File: src/rtl/xadc_temp_poll.sv
`default_nettype none
// ============================================================================
//  Module      : xadc_temp_poll
//  Description : Periodically reads the XADC on-die temperature register over
//                DRP and presents the 12-bit raw code on device_temp. A WAIT
//                timeout guards against a hung DRP; timeouts are counted in a
//                saturating 8-bit counter.
//                Optional build macro XADC_TEMP_AVG_EN turns device_temp into
//                a 4-sample running mean.
//  Revision    : 1.0 - initial release
// ============================================================================
module xadc_temp_poll #(
    parameter int unsigned POLL_CYCLES    = 100000,
    parameter int unsigned TIMEOUT_CYCLES = 255,
    parameter logic [6:0]  TEMP_ADDR      = 7'h00
) (
    input  logic        clk,
    input  logic        rst,
    output logic [6:0]  drp_daddr,
    output logic        drp_den,
    output logic        drp_dwe,
    output logic [15:0] drp_di,
    input  logic [15:0] drp_do,
    input  logic        drp_drdy,
    output logic [11:0] device_temp,
    output logic        temp_valid,
    output logic        sample_seen,
    output logic [7:0]  timeout_cnt
);

    typedef enum logic [1:0] {
        S_IDLE = 2'd0,
        S_REQ  = 2'd1,
        S_WAIT = 2'd2
    } state_t;

    localparam logic [31:0] c_POLL_RELOAD = 32'(POLL_CYCLES - 1);
    localparam logic [15:0] c_TMO_RELOAD  = 16'(TIMEOUT_CYCLES - 1);

    state_t      r_state, w_state_nxt;
    logic [31:0] r_idle_cnt, w_idle_cnt_nxt;
    logic [15:0] r_tmo_cnt, w_tmo_cnt_nxt;
    logic        w_sample;
    logic        w_timeout;
    logic        w_den;

    logic [11:0] r_temp;
    logic        r_valid;
    logic        r_seen;
    logic [7:0]  r_tmo_errs;
    logic [11:0] w_raw;
    logic [11:0] w_temp_nxt;
    logic        w_unused_lsb;

    assign w_raw        = drp_do[15:4];
    assign w_unused_lsb = ^drp_do[3:0];

    // FSM state and counter registers
    always_ff @(posedge clk) begin
        if (rst) begin
            r_state    <= S_IDLE;
            r_idle_cnt <= 32'd0;
            r_tmo_cnt  <= 16'd0;
        end else begin
            r_state    <= w_state_nxt;
            r_idle_cnt <= w_idle_cnt_nxt;
            r_tmo_cnt  <= w_tmo_cnt_nxt;
        end
    end

    // Next-state, counter updates and transaction strobes
    always_comb begin
        w_state_nxt    = r_state;
        w_idle_cnt_nxt = r_idle_cnt;
        w_tmo_cnt_nxt  = r_tmo_cnt;
        w_sample       = 1'b0;
        w_timeout      = 1'b0;
        w_den          = 1'b0;
        case (r_state)
            S_IDLE: begin
                if (r_idle_cnt == 32'd0) begin
                    w_state_nxt = S_REQ;
                end else begin
                    w_idle_cnt_nxt = r_idle_cnt - 32'd1;
                end
            end
            S_REQ: begin
                w_den         = 1'b1;
                w_tmo_cnt_nxt = c_TMO_RELOAD;
                w_state_nxt   = S_WAIT;
            end
            S_WAIT: begin
                // A strobe on the expiry cycle still counts as a good sample
                if (drp_drdy) begin
                    w_sample       = 1'b1;
                    w_idle_cnt_nxt = c_POLL_RELOAD;
                    w_state_nxt    = S_IDLE;
                end else if (r_tmo_cnt == 16'd0) begin
                    w_timeout      = 1'b1;
                    w_idle_cnt_nxt = c_POLL_RELOAD;
                    w_state_nxt    = S_IDLE;
                end else begin
                    w_tmo_cnt_nxt = r_tmo_cnt - 16'd1;
                end
            end
            default: begin
                w_state_nxt = S_IDLE;
            end
        endcase
    end

`ifdef XADC_TEMP_AVG_EN
    logic [11:0] r_hist [4];
    logic [13:0] r_sum;
    logic [1:0]  r_ptr;
    logic [13:0] w_sum_nxt;

    // Running sum: drop the oldest entry, add the new one (mod 2^14 is exact)
    always_comb begin
        w_sum_nxt  = r_sum - {2'b00, r_hist[r_ptr]} + {2'b00, w_raw};
        w_temp_nxt = r_seen ? w_sum_nxt[13:2] : w_raw;
    end

    // History ring; the first sample after reset primes every slot
    always_ff @(posedge clk) begin
        if (rst) begin
            for (int i = 0; i < 4; i++) begin
                r_hist[i] <= 12'h000;
            end
            r_sum <= 14'd0;
            r_ptr <= 2'd0;
        end else if (w_sample) begin
            if (!r_seen) begin
                for (int i = 0; i < 4; i++) begin
                    r_hist[i] <= w_raw;
                end
                r_sum <= {w_raw, 2'b00};
                r_ptr <= 2'd0;
            end else begin
                r_hist[r_ptr] <= w_raw;
                r_sum         <= w_sum_nxt;
                r_ptr         <= r_ptr + 2'd1;
            end
        end
    end
`else
    // Raw mode: the latest code is presented unchanged
    always_comb begin
        w_temp_nxt = w_raw;
    end
`endif

    // Output registers: sample capture, valid pulse, sticky flag, error count
    always_ff @(posedge clk) begin
        if (rst) begin
            r_temp     <= 12'h000;
            r_valid    <= 1'b0;
            r_seen     <= 1'b0;
            r_tmo_errs <= 8'd0;
        end else begin
            r_valid <= w_sample;
            if (w_sample) begin
                r_temp <= w_temp_nxt;
                r_seen <= 1'b1;
            end
            if (w_timeout && (r_tmo_errs != 8'hFF)) begin
                r_tmo_errs <= r_tmo_errs + 8'd1;
            end
        end
    end

    assign drp_daddr   = TEMP_ADDR;
    assign drp_den     = w_den;
    assign drp_dwe     = 1'b0;
    assign drp_di      = 16'h0000;
    assign device_temp = r_temp;
    assign temp_valid  = r_valid;
    assign sample_seen = r_seen;
    assign timeout_cnt = r_tmo_errs;

endmodule
`default_nettype wire

File: config.mk
export PLATFORM = sky130hd
export DESIGN_NAME = xadc_temp_poll
export DESIGN_NICKNAME = d
export VERILOG_FILES = /design/src/rtl/xadc_temp_poll.sv
export SDC_FILE = /design/constraint.sdc
export NUM_CORES = 1
export LEC_CHECK = 0
export CORE_AREA = 5 5 98 100
export CTS_BUF_LIST = sky130_fd_sc_hd__clkbuf_2
export DETAILED_ROUTE_END_ITERATION = 16
export DIE_AREA = 0 0 103 105
export DONT_BUFFER_PORTS = 1
export HOLD_SLACK_MARGIN = 0.03
export SLEW_MARGIN = 20
export SYNTH_ARGS = -nofsm -noshare
export SYNTH_HDL_FRONTEND = slang
export SYNTH_SLANG_ARGS = --single-unit
File: constraint.sdc
create_clock -name clk -period 2.2 [get_ports clk]
set_input_delay 0.22 -clock clk [delete_from_list [all_inputs] [get_ports clk]]
set_output_delay 0.22 -clock clk [all_outputs]
set_load 0.05 [all_outputs]
Word-level counts from Yosys, hierarchy flattened
Cells that the tools add are included.

word-level totals
  bits of input ports = 19
  output and inout bits = 47
  flip-flop bits (word level) = 72

cells by class
  mux-type cells = 17
  reductions and logical operators = 9
  equality and inequality tests = 8
  add/subtract/negate cells = 3

operators with widths
  operator                                             number
  2-to-1 mux 32 bit                                    3
  one-hot mux 32 bit (2 select lines)                  1
  logical NOT 32 bit                                   1
  2-to-1 mux 16 bit                                    2
  one-hot mux 16 bit (2 select lines)                  1
  subtractor 32 x 1 -> 32 bit, second input constant   1
  logical NOT 16 bit                                   1
  subtractor 16 x 1 -> 16 bit, second input constant   1
  adder 8 x 1 -> 8 bit, second input constant          1
  != test 2 bit, second input constant                 4
  != test 8 bit, second input constant                 1
  2-to-1 mux 1 bit                                     6
  2-to-1 mux 2 bit                                     3
  one-hot mux 2 bit (3 select lines)                   1
  AND reduction 3 bit                                  2
  nonzero test 2 bit                                   2
  != test 3 bit, second input constant                 1
  equality test 2 x 1 -> 1 bit, second input constant  1
  equality test 2 bit, second input constant           1
  logical NOT 2 bit                                    1
  AND reduction 2 bit                                  1
  logical AND 1 bit                                    1

Logic depth before layout (Yosys ltp)
  depth in word-level cells = 5
  depth in mapped cells = 9
  mapped depth without buffers = 7

Worst setup path after synthesis
Ideal clock, no wire load.

  path kind = register to register
  from = register r_idle_cnt[14]
  to = register r_idle_cnt[17]
  path slack = -229 ps
  library setup time = 115 ps
  clock period less this slack = 2,429 ps
  data required time = 2,085 ps
  stages on the path, launching flop included = 10
  data arrival time = 2,315 ps
  cells stage by stage = dfxtp_1 > or4_1 > buf_2 > or4_4 > buf_6 > nor3_4 > buf_6 > buf_12 > nor4_1 > o21a_1

on the way
  word-level cells in the longest chain between the ends = 3

RTL lines
  element                                                                            RTL line  text
  from (decl)                                                                        41        logic [31:0] r_idle_cnt, w_idle_cnt_nxt;
  from (signal assigned)                                                             66        r_idle_cnt <= w_idle_cnt_nxt;
  subtractor 32 x 1 -> 32 bit / logical NOT 32 bit (equally long branches)           84, 81
  2-to-1 mux 32 bit / != test 2 bit (equally long branches)                          -
  one-hot mux 32 bit (2 select lines) / AND reduction 3 bit (equally long branches)  -

Several ways; a longest one is shown, not always the timed one. The select of a mux whose other input is x is not followed.
A chain may end at the register's enable or synchronous reset.

Worst setup path after layout
  from = register r_tmo_cnt[13]
  to = register r_idle_cnt[16]

on the way
  word-level cells in the longest chain between the ends = 3

RTL lines
  element                        RTL line  text
  from (decl)                    42        logic [15:0] r_tmo_cnt, w_tmo_cnt_nxt;
  from (signal assigned)         67        r_tmo_cnt <= w_tmo_cnt_nxt;
  logical NOT 16 bit             98        end else if (r_tmo_cnt == 16'd0) begin
  != test 3 bit (no line)        -
  AND reduction 3 bit (no line)  -

No other way between the ends.

==> reports/metrics.cfg <==
[setup_path]
critPathMaxFanout=20
timing.reg2reg.setup_slack_ns=-0.15
critical_path_arrival_ns=2.84
worst_r2r_endpoint=r_idle_cnt[16]
worstSetupStartpointType=flip-flop
path_class=reg -> reg
cp.required_ns=2.68
worst-r2r-cell-count=6
timing.critical_path.to_type=flip-flop
origin_of_the_critical_flop_to_flop_path=r_tmo_cnt[13]

[routing]
num_vias=3766
violation_count_after_the_first_detailed_routing_iteration=160
wl_per_cell_um=15.97
final_wl_um=10830
detail_route.drc_violations=0
dr.pass1.iters=6
final_antenna_net_count=0
routed_via_density=5.555

[global_routing]
global_route_wire_length_before_repair_um=16630
vias_in_the_first_global_route=3528
gr_usage_total_pct=18.56
pin_count_of_the_biggest_net_entering_global_routing=48
gr-total-overflow=0
grt_antenna_before_repair=0

[clock_network]
clkSlewWorstSetupHoldPaths_ns=0.24
ctsRootBufferMaster=sky130_fd_sc_hd__clkbuf_2
cts_buffer_depth=2
tritoncts=built
cts_inserted_buffers=9
tritoncts_num_sinks=72
cts-htree-levels=3
clock_latency_ns=0.56

[timing]
setup_violations=38
finalWorstPathRequiredPeriod_ns=2.355
finClkSkew_ns=0.04205
maxClockFrequency_mhz=424.6
grt_setup_unrepaired=yes
maxSlewViolCount=0
layout_worst_path_cycle_share_pct=107.0
setup_slack_ns=-0.1549
timing_hold_violations_final=0
tightest_slew_ns=0.6468
finalHoldWorstSlack_ns=0.09812
timing.slew.headroom_pct=56.80

[placement]
placement.setup.worst_slack_ns=-0.1495
numPlacedInstances=608
rd_place_congestion=0.8120
port_buffer_count=0
dp_hpwl_um=6534

[min_path]
hold_class=in -> reg
worstHoldEndpoint=temp_valid
worstHoldStart=drp_drdy
worst_hold_path.num_cells=2

[die]
num_rows=34
placeableCoreArea_um2=8593
area_of_the_die_um2=10820
io-pin-count=66
floorplan.die.width_um=103
chipHeight_um=105
initial_utilization_pct=43.58

[yosys]
flip_flop_and_latch_count_after_synthesis=72
synthesis.yosys.warnings=0
synth_edf_count=0
xor_xnor_fraction_of_synth_area_pct=2.807
syn-cell-area_um2=3745
synth_simple_gate_area_share_pct=28.40
netlist_instances=445
yosys.cell_types.count=54
synth-compound-area-share_pct=18.24
combinational_family_with_the_most_area_after_synthesis=simple AND/OR/NAND/NOR gates
syn_area_per_cell_um2=8.415
synth_mux_area_share_pct=1.604
sequential_fraction_of_the_synthesis_area_pct=38.49
synthAdderAreaFrac_pct=1.336
dominantRegCellSynth=sky130_fd_sc_hd__dfxtp_1
asyncSetResetFlopFracSynth_pct=0

[final_layout]
finish.net_count=588
antennaDiodeCount=0
final_cell_count_no_fill=678
final.fill_count=704
drive_gt1_share_pct=37.37
area_growth_syn_to_layout_pct=46.24

[power]
combPwrFrac_pct=72.1
switching_power_mw=4.282
cell_internal_power_mw=5.406
pwr_density_cell_nw_per_um2=1769
leakagePower_nw=2.114
p_sw_share_pct=44.20
share_seq_of_total_power_pct=20.2
max-vdd-ir-drop_uv=1605
p_clk_share_pct=7.7

[run_status]
violations=setup timing
outcome=finished, violations left

[flow_run]
maxCapViolations=0

==> layout by cell type, fill, tap and decap left out, drive strengths merged, types with 9 or more instances in the layout <==
| master | n |
|---|---|
| or4 | 26 |
| nand2 | 44 |
| a21oi | 40 |
| nand3 | 9 |
| xnor2 | 10 |
| nor2 | 24 |
| nand2b | 9 |
| dlygate4sd3 | 22 |
| buf | 108 |
| nor4 | 17 |
| or3 | 19 |
| conb | 24 |
| a31oi | 10 |
| nor3 | 20 |
| clkbuf | 12 |
| inv | 14 |
| o31ai | 18 |
| dfxtp | 72 |
==> Yosys cell counts (2+ instances only) <==
| library cell | count | area share, % |
|---|---|---|
| sky130_fd_sc_hd__dfxtp_1 | 72 | 38 |
| sky130_fd_sc_hd__o21ai_0 | 3 | 0.40 |
| sky130_fd_sc_hd__and2_1 | 2 | 0.33 |
| sky130_fd_sc_hd__nand2b_1 | 9 | 1.5 |
| sky130_fd_sc_hd__o211ai_1 | 3 | 0.60 |
| sky130_fd_sc_hd__buf_2 | 2 | 0.27 |
| sky130_fd_sc_hd__nor3_1 | 18 | 2.4 |
| sky130_fd_sc_hd__nor3b_1 | 2 | 0.40 |
| sky130_fd_sc_hd__a21o_1 | 2 | 0.40 |
| sky130_fd_sc_hd__nor2_1 | 24 | 2.4 |
| sky130_fd_sc_hd__inv_1 | 8 | 0.80 |
| sky130_fd_sc_hd__nand3_1 | 9 | 1.2 |
| sky130_fd_sc_hd__a21oi_1 | 40 | 5.3 |
| sky130_fd_sc_hd__or3b_2 | 2 | 0.47 |
| sky130_fd_sc_hd__a311oi_1 | 3 | 0.70 |
| sky130_fd_sc_hd__a31oi_1 | 10 | 1.7 |
| sky130_fd_sc_hd__o21a_1 | 2 | 0.40 |
| sky130_fd_sc_hd__a2111oi_0 | 2 | 0.47 |
| sky130_fd_sc_hd__buf_4 | 24 | 4.8 |
| sky130_fd_sc_hd__buf_6 | 2 | 0.60 |
| sky130_fd_sc_hd__mux2i_1 | 6 | 1.6 |
| sky130_fd_sc_hd__nand4b_1 | 2 | 0.47 |
| sky130_fd_sc_hd__clkbuf_1 | 18 | 1.8 |
| sky130_fd_sc_hd__o2111ai_1 | 2 | 0.47 |
| sky130_fd_sc_hd__ha_1 | 4 | 1.3 |
| sky130_fd_sc_hd__a211oi_1 | 5 | 1.0 |
| sky130_fd_sc_hd__a31o_2 | 2 | 0.47 |
| sky130_fd_sc_hd__xnor2_1 | 10 | 2.3 |
| sky130_fd_sc_hd__or3_1 | 19 | 3.2 |
| sky130_fd_sc_hd__nand2_1 | 44 | 4.4 |
| sky130_fd_sc_hd__xor2_1 | 2 | 0.47 |
| sky130_fd_sc_hd__nor4_1 | 16 | 2.7 |
| sky130_fd_sc_hd__or2_2 | 6 | 1.0 |
| sky130_fd_sc_hd__nand4_1 | 3 | 0.50 |
| sky130_fd_sc_hd__o41ai_1 | 6 | 1.4 |
| sky130_fd_sc_hd__or4_4 | 2 | 0.60 |
| sky130_fd_sc_hd__o31ai_1 | 18 | 3.6 |
| sky130_fd_sc_hd__o31a_1 | 2 | 0.47 |
| sky130_fd_sc_hd__or4_1 | 24 | 4.8 |
==> registers in the layout, summed over array words and instances, names as in the netlist <==
| name | cells |
|---|---|
| device_temp | 12 |
| timeout_cnt | 8 |
| r_state | 2 |
| sample_seen | 1 |
| temp_valid | 1 |
| r_tmo_cnt | 16 |
| r_idle_cnt | 32 |
==> power by group through the flow <==
stage	clock (mW)	combinational [mW]	sequential [mW]
after global placement	0	4.43	1.91
after global routing	0.835	7.48	2.00
after CTS	0.770	5.38	1.90
after floorplan	0	3.00	1.92
after detailed placement	0	4.49	1.92
final	0.746	6.99	1.95
==> logic make-up (layout without fill, tap and decap cells) <==
kind of cell | Yosys count | in the layout
xor+xnor | 12 | 12
fa+ha+maj | 4 | 4
other cells | 1 | 24
mux | 6 | 6
compound gates | 104 | 105
simple gates | 189 | 189
flops | 72 | 72
buf+inv | 57 | 158
==> routing by layer <==
layer / wire (um) / vias to the layer above / part of all wire (%) / global-route usage [%]
li1: - / 1857 / - / -
met1: 4528 / 1813 / 42 / 23.66
met2: 5773 / 84 / 53 / 31.48
met3: 430 / 12 / 4.0 / 4.197
met4: 95 / 0 / 0.88 / 4.440
met5: 0 / - / 0 / 0
==> through the flow <==
step	utilization [%]	cell area, um2	setup TNS [ns]	total power, mW
final	63.73	5477	-3.092	9.689
after global routing	63.73	5477	-5.915	10.32
after CTS	57.00	4898	-1.650	8.050
after detailed placement	50.77	4363	-2.554	6.410
after global placement	50.77	4363	-2.038	6.334
after floorplan	-	3901	-1.516	4.918
==> critical path, cell delays in order, from the launching register on <==
cell	delay [ns]
sky130_fd_sc_hd__dfxtp_2	0.38
sky130_fd_sc_hd__or4_4	0.56
sky130_fd_sc_hd__nor4_4	0.41
sky130_fd_sc_hd__a21oi_4	0.12
sky130_fd_sc_hd__buf_12	0.16
sky130_fd_sc_hd__or4_4	0.51
sky130_fd_sc_hd__a31oi_1	0.16
==> worst max-delay path by stage <==
stage	startpoint	end
2_1_floorplan	r_idle_cnt[17]	r_idle_cnt[17]
3_3_place_gp	r_tmo_cnt[10]	r_idle_cnt[4]
3_5_place_dp	r_tmo_cnt[10]	r_idle_cnt[15]
4_1_cts	r_idle_cnt[0]	r_idle_cnt[18]
5_1_grt	r_tmo_cnt[0]	timeout_cnt[4]
6_report	r_tmo_cnt[13]	r_idle_cnt[16]
==> what timing repair did <==
action / in CTS / in global routing
hold buffers: 23 / 0
gates resized for setup: 23 / 74
buffers inserted: 7 / 19
endpoints found under the hold margin: 71 / 0
pin swaps: 12 / 32
endpoints found under the setup margin: 36 / 50
gates cloned: 2 / 4
==> final cells by class <==
cell class / instances / area (um2) / share of cell area, %
multi-input combinational: 340 / 2514 / 45.90
clock inverter: 7 / 66.31 / 1.211
inverter: 9 / 37.54 / 0.6854
timing repair buffer: 133 / 1225 / 22.37
clock buffer: 9 / 45.04 / 0.8225
sequential: 72 / 1454 / 26.55
tap: 108 / 135.1 / 2.467
Power figures use the tool's default switching activity.
